File: config.mk
export PLATFORM = sky130hd
export DESIGN_NAME = axis_packer
export DESIGN_NICKNAME = d
export VERILOG_FILES = /design/src/rtl/axis_packer_pkg.sv /design/src/rtl/axis_packer_out.sv /design/src/rtl/axis_packer.sv
export SDC_FILE = /design/constraint.sdc
export NUM_CORES = 1
export LEC_CHECK = 0
export ABC_AREA = 1
export BUFFER_PORTS_ARGS = -buffer_cell sky130_fd_sc_hd__buf_2
export CAP_MARGIN = 0
export CORE_MARGIN = 1
export CORE_UTILIZATION = 35
export DETAILED_ROUTE_END_ITERATION = 16
export PLACE_DENSITY = 0.55
export SYNTH_ARGS = -nofsm -noshare
export SYNTH_HDL_FRONTEND = slang
export SYNTH_SLANG_ARGS = --single-unit
File: constraint.sdc
create_clock -name clk -period 1.2 [get_ports clk]
set_input_delay 0.12 -clock clk [delete_from_list [all_inputs] [get_ports clk]]
set_output_delay 0.12 -clock clk [all_outputs]
set_load 0.05 [all_outputs]
File: src/rtl/axis_packer_pkg.sv
// Shared sizing helpers for the AXI-stream packer. AXIS_PACKER_KEEP_EN is left
// undefined by default; define it at build time to add the per-lane keep output.
package axis_packer_pkg;

    function automatic int clog2(input int value);
        int result;
        result = 0;
        for (int v = value - 1; v > 0; v = v >> 1) begin
            result = result + 1;
        end
        return result;
    endfunction

    // The lane index needs at least one bit even when DATA_NB == 1.
    function automatic int idx_width(input int nb);
        return (clog2(nb) < 1) ? 1 : clog2(nb);
    endfunction

endpackage

File: src/rtl/axis_packer_out.sv
// Down-side holding register of the packer (AXIS_PACKER_KEEP_EN adds keep): loads on 'load',
// one beat deep; 'free' is low while a beat is held and down_ready is low.
module axis_packer_out #(
    parameter int DATA_NB    = 2,
    parameter int DATA_WIDTH = 8
) (
    input  logic                          clk,
    input  logic                          rst,
    input  logic                          load,
    input  logic [DATA_NB*DATA_WIDTH-1:0] load_data,
`ifdef AXIS_PACKER_KEEP_EN
    input  logic [DATA_NB-1:0]            load_keep,
`endif
    input  logic                          load_last,
    input  logic                          down_ready,
    output logic                          free,
    output logic                          down_valid,
    output logic [DATA_NB*DATA_WIDTH-1:0] down_data,
`ifdef AXIS_PACKER_KEEP_EN
    output logic [DATA_NB-1:0]            down_keep,
`endif
    output logic                          down_last
);

    logic                          valid_q, valid_d;
    logic [DATA_NB*DATA_WIDTH-1:0] data_q, data_d;
    logic                          last_q, last_d;
`ifdef AXIS_PACKER_KEEP_EN
    logic [DATA_NB-1:0]            keep_q, keep_d;
`endif

    assign free = ~valid_q | down_ready;

    // A load in the same cycle as a transfer keeps valid high: no bubble.
    always_comb begin
        valid_d = valid_q;
        data_d  = data_q;
        last_d  = last_q;
`ifdef AXIS_PACKER_KEEP_EN
        keep_d  = keep_q;
`endif
        if (load) begin
            valid_d = 1'b1;
            data_d  = load_data;
            last_d  = load_last;
`ifdef AXIS_PACKER_KEEP_EN
            keep_d  = load_keep;
`endif
        end else if (down_ready) begin
            valid_d = 1'b0;
        end
    end

    always_ff @(posedge clk) begin
        if (rst) begin
            valid_q <= 1'b0;
            data_q  <= '0;
            last_q  <= 1'b0;
`ifdef AXIS_PACKER_KEEP_EN
            keep_q  <= '0;
`endif
        end else begin
            valid_q <= valid_d;
            data_q  <= data_d;
            last_q  <= last_d;
`ifdef AXIS_PACKER_KEEP_EN
            keep_q  <= keep_d;
`endif
        end
    end

    assign down_valid = valid_q;
    assign down_data  = data_q;
    assign down_last  = last_q;
`ifdef AXIS_PACKER_KEEP_EN
    assign down_keep  = keep_q;
`endif

endmodule

File: src/rtl/axis_packer.sv
// AXI-stream width up-converter, DATA_NB narrow beats -> one wide beat, lane 0 first; optional
// keep via AXIS_PACKER_KEEP_EN. Down beat valid the edge the completing beat is accepted; up_ready = ~down_valid | down_ready.
module axis_packer
    import axis_packer_pkg::*;
#(
    parameter int DATA_NB    = 2,
    parameter int DATA_WIDTH = 8
) (
    input  logic                          clk,
    input  logic                          rst,
    output logic                          up_ready,
    input  logic                          up_valid,
    input  logic [DATA_WIDTH-1:0]         up_data,
    input  logic                          up_last,
    input  logic                          down_ready,
    output logic                          down_valid,
    output logic [DATA_NB*DATA_WIDTH-1:0] down_data,
`ifdef AXIS_PACKER_KEEP_EN
    output logic [DATA_NB-1:0]            down_keep,
`endif
    output logic                          down_last
);

    localparam int IDX_W = idx_width(DATA_NB);
    localparam int W     = DATA_NB * DATA_WIDTH;

    logic [IDX_W-1:0] idx_q, idx_d;
    logic [W-1:0]     asm_q, asm_d;
    logic [W-1:0]     load_data;
    logic             accept, complete, out_free;
`ifdef AXIS_PACKER_KEEP_EN
    logic [DATA_NB-1:0] asm_keep_q, asm_keep_d;
    logic [DATA_NB-1:0] load_keep;
`endif

    assign up_ready = out_free;
    assign accept   = up_valid & up_ready;
    assign complete = accept & (up_last | (idx_q == IDX_W'(DATA_NB - 1)));

    // Lanes above idx are masked by position, so stale assembly data never leaks out.
    always_comb begin
        asm_d     = asm_q;
        idx_d     = idx_q;
        load_data = '0;
`ifdef AXIS_PACKER_KEEP_EN
        asm_keep_d = asm_keep_q;
        load_keep  = asm_keep_q;
`endif
        for (int i = 0; i < DATA_NB; i++) begin
            if (i < int'(idx_q)) begin
                load_data[i*DATA_WIDTH +: DATA_WIDTH] = asm_q[i*DATA_WIDTH +: DATA_WIDTH];
            end else if (i == int'(idx_q)) begin
                load_data[i*DATA_WIDTH +: DATA_WIDTH] = up_data;
`ifdef AXIS_PACKER_KEEP_EN
                load_keep[i] = 1'b1;
`endif
            end
        end
        if (complete) begin
            idx_d = '0;
`ifdef AXIS_PACKER_KEEP_EN
            asm_keep_d = '0;
`endif
        end else if (accept) begin
            idx_d = idx_q + 1'b1;
            for (int i = 0; i < DATA_NB; i++) begin
                if (i == int'(idx_q)) begin
                    asm_d[i*DATA_WIDTH +: DATA_WIDTH] = up_data;
`ifdef AXIS_PACKER_KEEP_EN
                    asm_keep_d[i] = 1'b1;
`endif
                end
            end
        end
    end

    always_ff @(posedge clk) begin
        if (rst) begin
            idx_q <= '0;
            asm_q <= '0;
`ifdef AXIS_PACKER_KEEP_EN
            asm_keep_q <= '0;
`endif
        end else begin
            idx_q <= idx_d;
            asm_q <= asm_d;
`ifdef AXIS_PACKER_KEEP_EN
            asm_keep_q <= asm_keep_d;
`endif
        end
    end

    axis_packer_out #(
        .DATA_NB    (DATA_NB),
        .DATA_WIDTH (DATA_WIDTH)
    ) u_out (
        .clk        (clk),
        .rst        (rst),
        .load       (complete),
        .load_data  (load_data),
`ifdef AXIS_PACKER_KEEP_EN
        .load_keep  (load_keep),
`endif
        .load_last  (up_last),
        .down_ready (down_ready),
        .free       (out_free),
        .down_valid (down_valid),
        .down_data  (down_data),
`ifdef AXIS_PACKER_KEEP_EN
        .down_keep  (down_keep),
`endif
        .down_last  (down_last)
    );

endmodule
After elaboration in Yosys (flattened, before gate mapping)
Index checks and enable logic that the tools add are counted.

storage, ports and cells
  logic and storage cells = 22
  RAM bits = 0
  register bits = 27
  input port bits = 13
  memories kept = 0
  latch bits = 0
  memory bits (read-only) = 0
  output and inout port bits = 19

operators by class
  divide/modulo/power cells = 0
  $add $sub $neg = 1
  shifts and indexed selects = 0
  $mul = 0
  eq/ne operators = 0
  bitwise gates (word level) = 7
  magnitude comparators = 1
  muxes and demuxes = 5
  reductions and logical operators = 3

operators with widths
  operator                                           count
  8-bit two-way mux                                  3
  1-bit NOT                                          3
  3-bit AND reduction                                1
  1-bit bitwise AND                                  2
  1-bit two-way mux                                  2
  1-bit OR                                           2
  2-bit nonzero test                                 1
  2-bit OR reduction                                 1
  1-bit adder (second input constant)                1
  1-bit less-than comparator (first input constant)  1

Depth between registers and ports, before layout
  depth after elaboration = 6
  mapped depth = 7
  depth with buffers taken out = 6

Modules after synthesis
Synthesis repeated with hierarchy kept, for this count alone.

unflattened totals
  cell total of the unflattened synthesis = 172
  area total of the unflattened synthesis = 1229.9 µm²

modules (own cells, without submodules)
  module           sequential area each (µm²)  instances  area an instance (µm²)  cells an instance
  axis_packer_out  360.3                       1          658.1                   78
  axis_packer      180.2                       1          571.8                   94

Worst setup path after synthesis
Ideal clock, no wire load.

  path kind = reg-to-reg
  start = reg u_out.valid_q, in the netlist u_out.down_valid
  end = reg u_out.data_q[10], in the netlist u_out.down_data[10]
  clock period less this slack = 1.362 ns
  cell stages (with the launch flop) = 5
  library setup time = 0.132 ns
  arrival time = 1.230 ns
  path buffers = 1
  required time = 1.068 ns
  setup slack = -0.162 ns
  path through = dfxtp_1 nand2_4 buf_2 nand4_1 a21oi_1

between the ends
  word-level cells in the longest chain between the ends = 4

RTL lines
  item                    RTL line               text
  start, declared         axis_packer_out.sv:25  logic valid_q, valid_d;
  start signal, assigned  axis_packer_out.sv:63  valid_q <= valid_d;
  1-bit NOT               axis_packer_out.sv:32  assign free = ~valid_q | down_ready;
  1-bit OR                axis_packer_out.sv:32
  named net up_ready      axis_packer.sv:11      output logic up_ready,
  1-bit bitwise AND       axis_packer.sv:37      assign accept = up_valid & up_ready;
  1-bit bitwise AND       axis_packer.sv:38      assign complete = accept & (up_last | (idx_q == IDX_W'(DATA_NB - 1)));
  end signal, assigned    axis_packer_out.sv:64  data_q <= data_d;
  end, declared           axis_packer_out.sv:26  logic [DATA_NB*DATA_WIDTH-1:0] data_q, data_d;

The timed path passes the listed nets, and every way through them passes these cells.
A chain may end at the register's enable or synchronous reset.

Worst setup path after layout
  start = reg u_out.valid_q, in the netlist u_out.down_valid
  end = out up_ready

between the ends
  word-level cells in the longest chain between the ends = 2

RTL lines
  item           RTL line
  1-bit NOT      axis_packer_out.sv:32
  1-bit OR       axis_packer_out.sv:32
  end, declared  axis_packer.sv:11

Every way passes these cells.

==> results.cfg <==
[clock_network]
ctsRootBufferMaster = sky130_fd_sc_hd__clkbuf_4
clk_pin_slew_ps = 160
postCtsSetupRepairBufs = 0
latest_clock_arrival_within_the_worst_skew_pair_ps = 330
tritoncts.num_buffers = 3
clock_sinks = 27
cts_tree = done
cts.htree.levels = 1
cts-hold-fix-buffers = 0
clock_tree.buffer_depth = 2

[critical_path]
critical_path_peak_fanout = 6
critical_path.startpoint = u_out.down_valid
r2r_cell_count = 4
critical_path_arrival_ps = 1020
timing_worst_setup_path_type = reg -> out
worst_setup_path_start_kind = register
cpMaxStageDelayCell = sky130_fd_sc_hd__dfxtp_2
r2r_start = u_out.down_valid
crit_path_max_incr_delay_ps = 370
r2r-end = u_out.down_data[2]
crit_required_ps = 1080
worstPathCellList = nand2_4 -> buf_6
reg2reg_setup_slack_ps = 80
endpoint_kind = output port

[cells_and_area]
final_common_cell = sky130_fd_sc_hd__nand2_1
seqCellArea_sq_um = 543.0
flow.area_growth_from_synthesis_pct = 19.19
layout.filler_cells = 383
layout.core_utilization_pct = 43.68
multi_input_gate_area_sq_um = 559.3
final_cell_mix = sky130_fd_sc_hd__nand2_1 (50), sky130_fd_sc_hd__nor2_1 (33), sky130_fd_sc_hd__buf_2 (30)
final_layout_size_suffix_gt1_share_pct = 25.12
fin_nets = 221
antenna_cells = 0

[power]
powerDensity_nw_per_um2 = 1250
cell_internal_pwr_mw = 1.210
vdd.ir_drop.worst_v = 0.0008075
cellLeakagePower_nw = 0.7563
power_switching_mw = 0.6252
pwr-share-clk_pct = 22.0
power_frac_comb_pct = 24.7
power_switching_share_pct = 34.06
sequentialPowerShare_pct = 53.4

[yosys]
synth_fp_nets = 188
yosys.cell_types.count = 19
syn_area_sq_um = 1232
postSynthRegisterBits = 27
postSynthAreaPerCell_sq_um = 7.042
ys_seq_area_share_pct = 43.86
synth_warnings = 0
post_synth_inst_count = 175

[hold_path]
whs_endpoint = asm_q[0]
worstHoldPathCells = 3
hold_crit_path_type = in -> reg
start_point_of_the_worst_hold_path = up_data[0]

[timing]
post-route-period-util_pct = 95.05
final_hold_viols = 0
grt_setup_unrepaired = yes
period_minus_slack_ps = 1141
setup_viol = 0
timing.fmax_ghz = 0.8767
final.hold.worst_slack_ps = 43.28
finalMaxSlewViolations = 0
worstMarginPinSlew_ps = 300.3
maxSlewHeadroom_pct = 79.98
clock_skew_ps = 15.04

[global_route]
antenna_found_initial = 0
grt_start_max_net_pins = 27
grt_pass1_wl_um = 4112
grt_pass1_vias = 940
total_grt_overflow = 0
groute.usage.overall_pct = 14.86

[run]
maxCapViolCount = 0

[detailed_routing]
drt-pass1-iter-count = 4
vias = 1126
drt_drc_violations_left = 0
drtIter0Drc = 30
routed_via_density = 4.451
wire_length_per_cell_after_detailed_routing_um = 10.44
final_antenna_net_count = 0
wirelength_um = 2641

[floorplanning]
die_area_sq_um = 3763
start_util_pct = 36.64
row_count = 21
die-width_um = 61.34
core_region_area_sq_um = 3363
die_height_um = 61.34
ios = 32

[status]
run_status = finished clean

[placement]
placed_wire_length_estimate_after_detailed_placement_um = 1813
port_buffers = 31
finalWeightedCongestion = 0.7100
power groups by stage:
stage               clock network, mW  logic [mW]  registers [mW]
floorplan                           0       0.224            1.12
CTS                             0.430       0.441           0.980
global placement                    0       0.433           0.999
detailed placement                  0       0.439            1.00
global route                    0.469       0.506           0.988
finish                          0.403       0.453           0.979
cell families after synthesis:
group                  after synthesis  synth area share, %
flip-flops                          27                43.86
AO/OA/AOI/OAI                       19                7.919
AND/OR/NAND/NOR                     99                35.84
buffers and inverters               30                12.39
cells in the mapped netlist, drive strengths merged:
cell	count	share of area, %
nand2	55	18
nor2	34	11
dfxtp	27	44
inv	20	6.1
a21oi	10	4.1
nand4	8	4.1
o21ai	8	3.2
buf	7	5.1
clkbuf	2	0.91
nand3	2	2.8
a21boi	1	0.61
clkinv	1	0.30
worst max path at each step:
stage	end	slack [ps]	depth (start not counted)
detailed placement	asm_q[3]	120	6
CTS	up_ready	50	2
global placement	asm_q[4]	120	5
finish	up_ready	60	2
global route	u_out.down_data[5]	-30	5
floorplan	u_out.down_data[10]	4	4
through the flow:
| stage | instance area (sq um) | worst slack (ps) | instances | total power [mW] | setup TNS (ps) |
|---|---|---|---|---|---|
| floorplan | 1234 | 3.526 | 175 | 1.344 | 0 |
| global placement | 1410 | 124.0 | 248 | 1.431 | 0 |
| detailed placement | 1410 | 116.7 | 248 | 1.438 | 0 |
| CTS | 1440 | 45.92 | 252 | 1.852 | 0 |
| global route | 1469 | -30.04 | 253 | 1.963 | -73.78 |
| finish | 1469 | 59.34 | 253 | 1.835 | 0 |
routing by layer:
layer	routed length (um)	global-route usage, %	vias up
met5	0	0	-
met1	1297	18.30	502
li1	-	-	604
met4	15	3.810	0
met2	1210	25.16	18
met3	118	4.832	2
repair_timing:
item | in CTS | in global routing
resized for setup | 1 | 5
endpoints found under the setup margin | 1 | 9
pin swaps | 0 | 2
gates cloned | 0 | 1
registers in the layout (all words and copies together) (netlist names):
register / count
u_out.down_last: 1
u_out.down_data: 16
u_out.down_valid: 1
idx_q: 1
asm_q: 8
cell type report:
type	count	share of cell area, %
well taps	46	3.918
clock inverters	1	0.3407
inverters	21	5.366
clock buffers	3	1.533
multi-input cells	119	38.07
flip-flops and latches	27	36.97
repair buffers	36	13.80
critical path, delay by kind of cell, from the launching register on:
family,cells,cell delay [ps]
buf+inv,1,180
simple gates,1,140
flops,1,370
No activity file was read; power rests on OpenSTA's default activity.
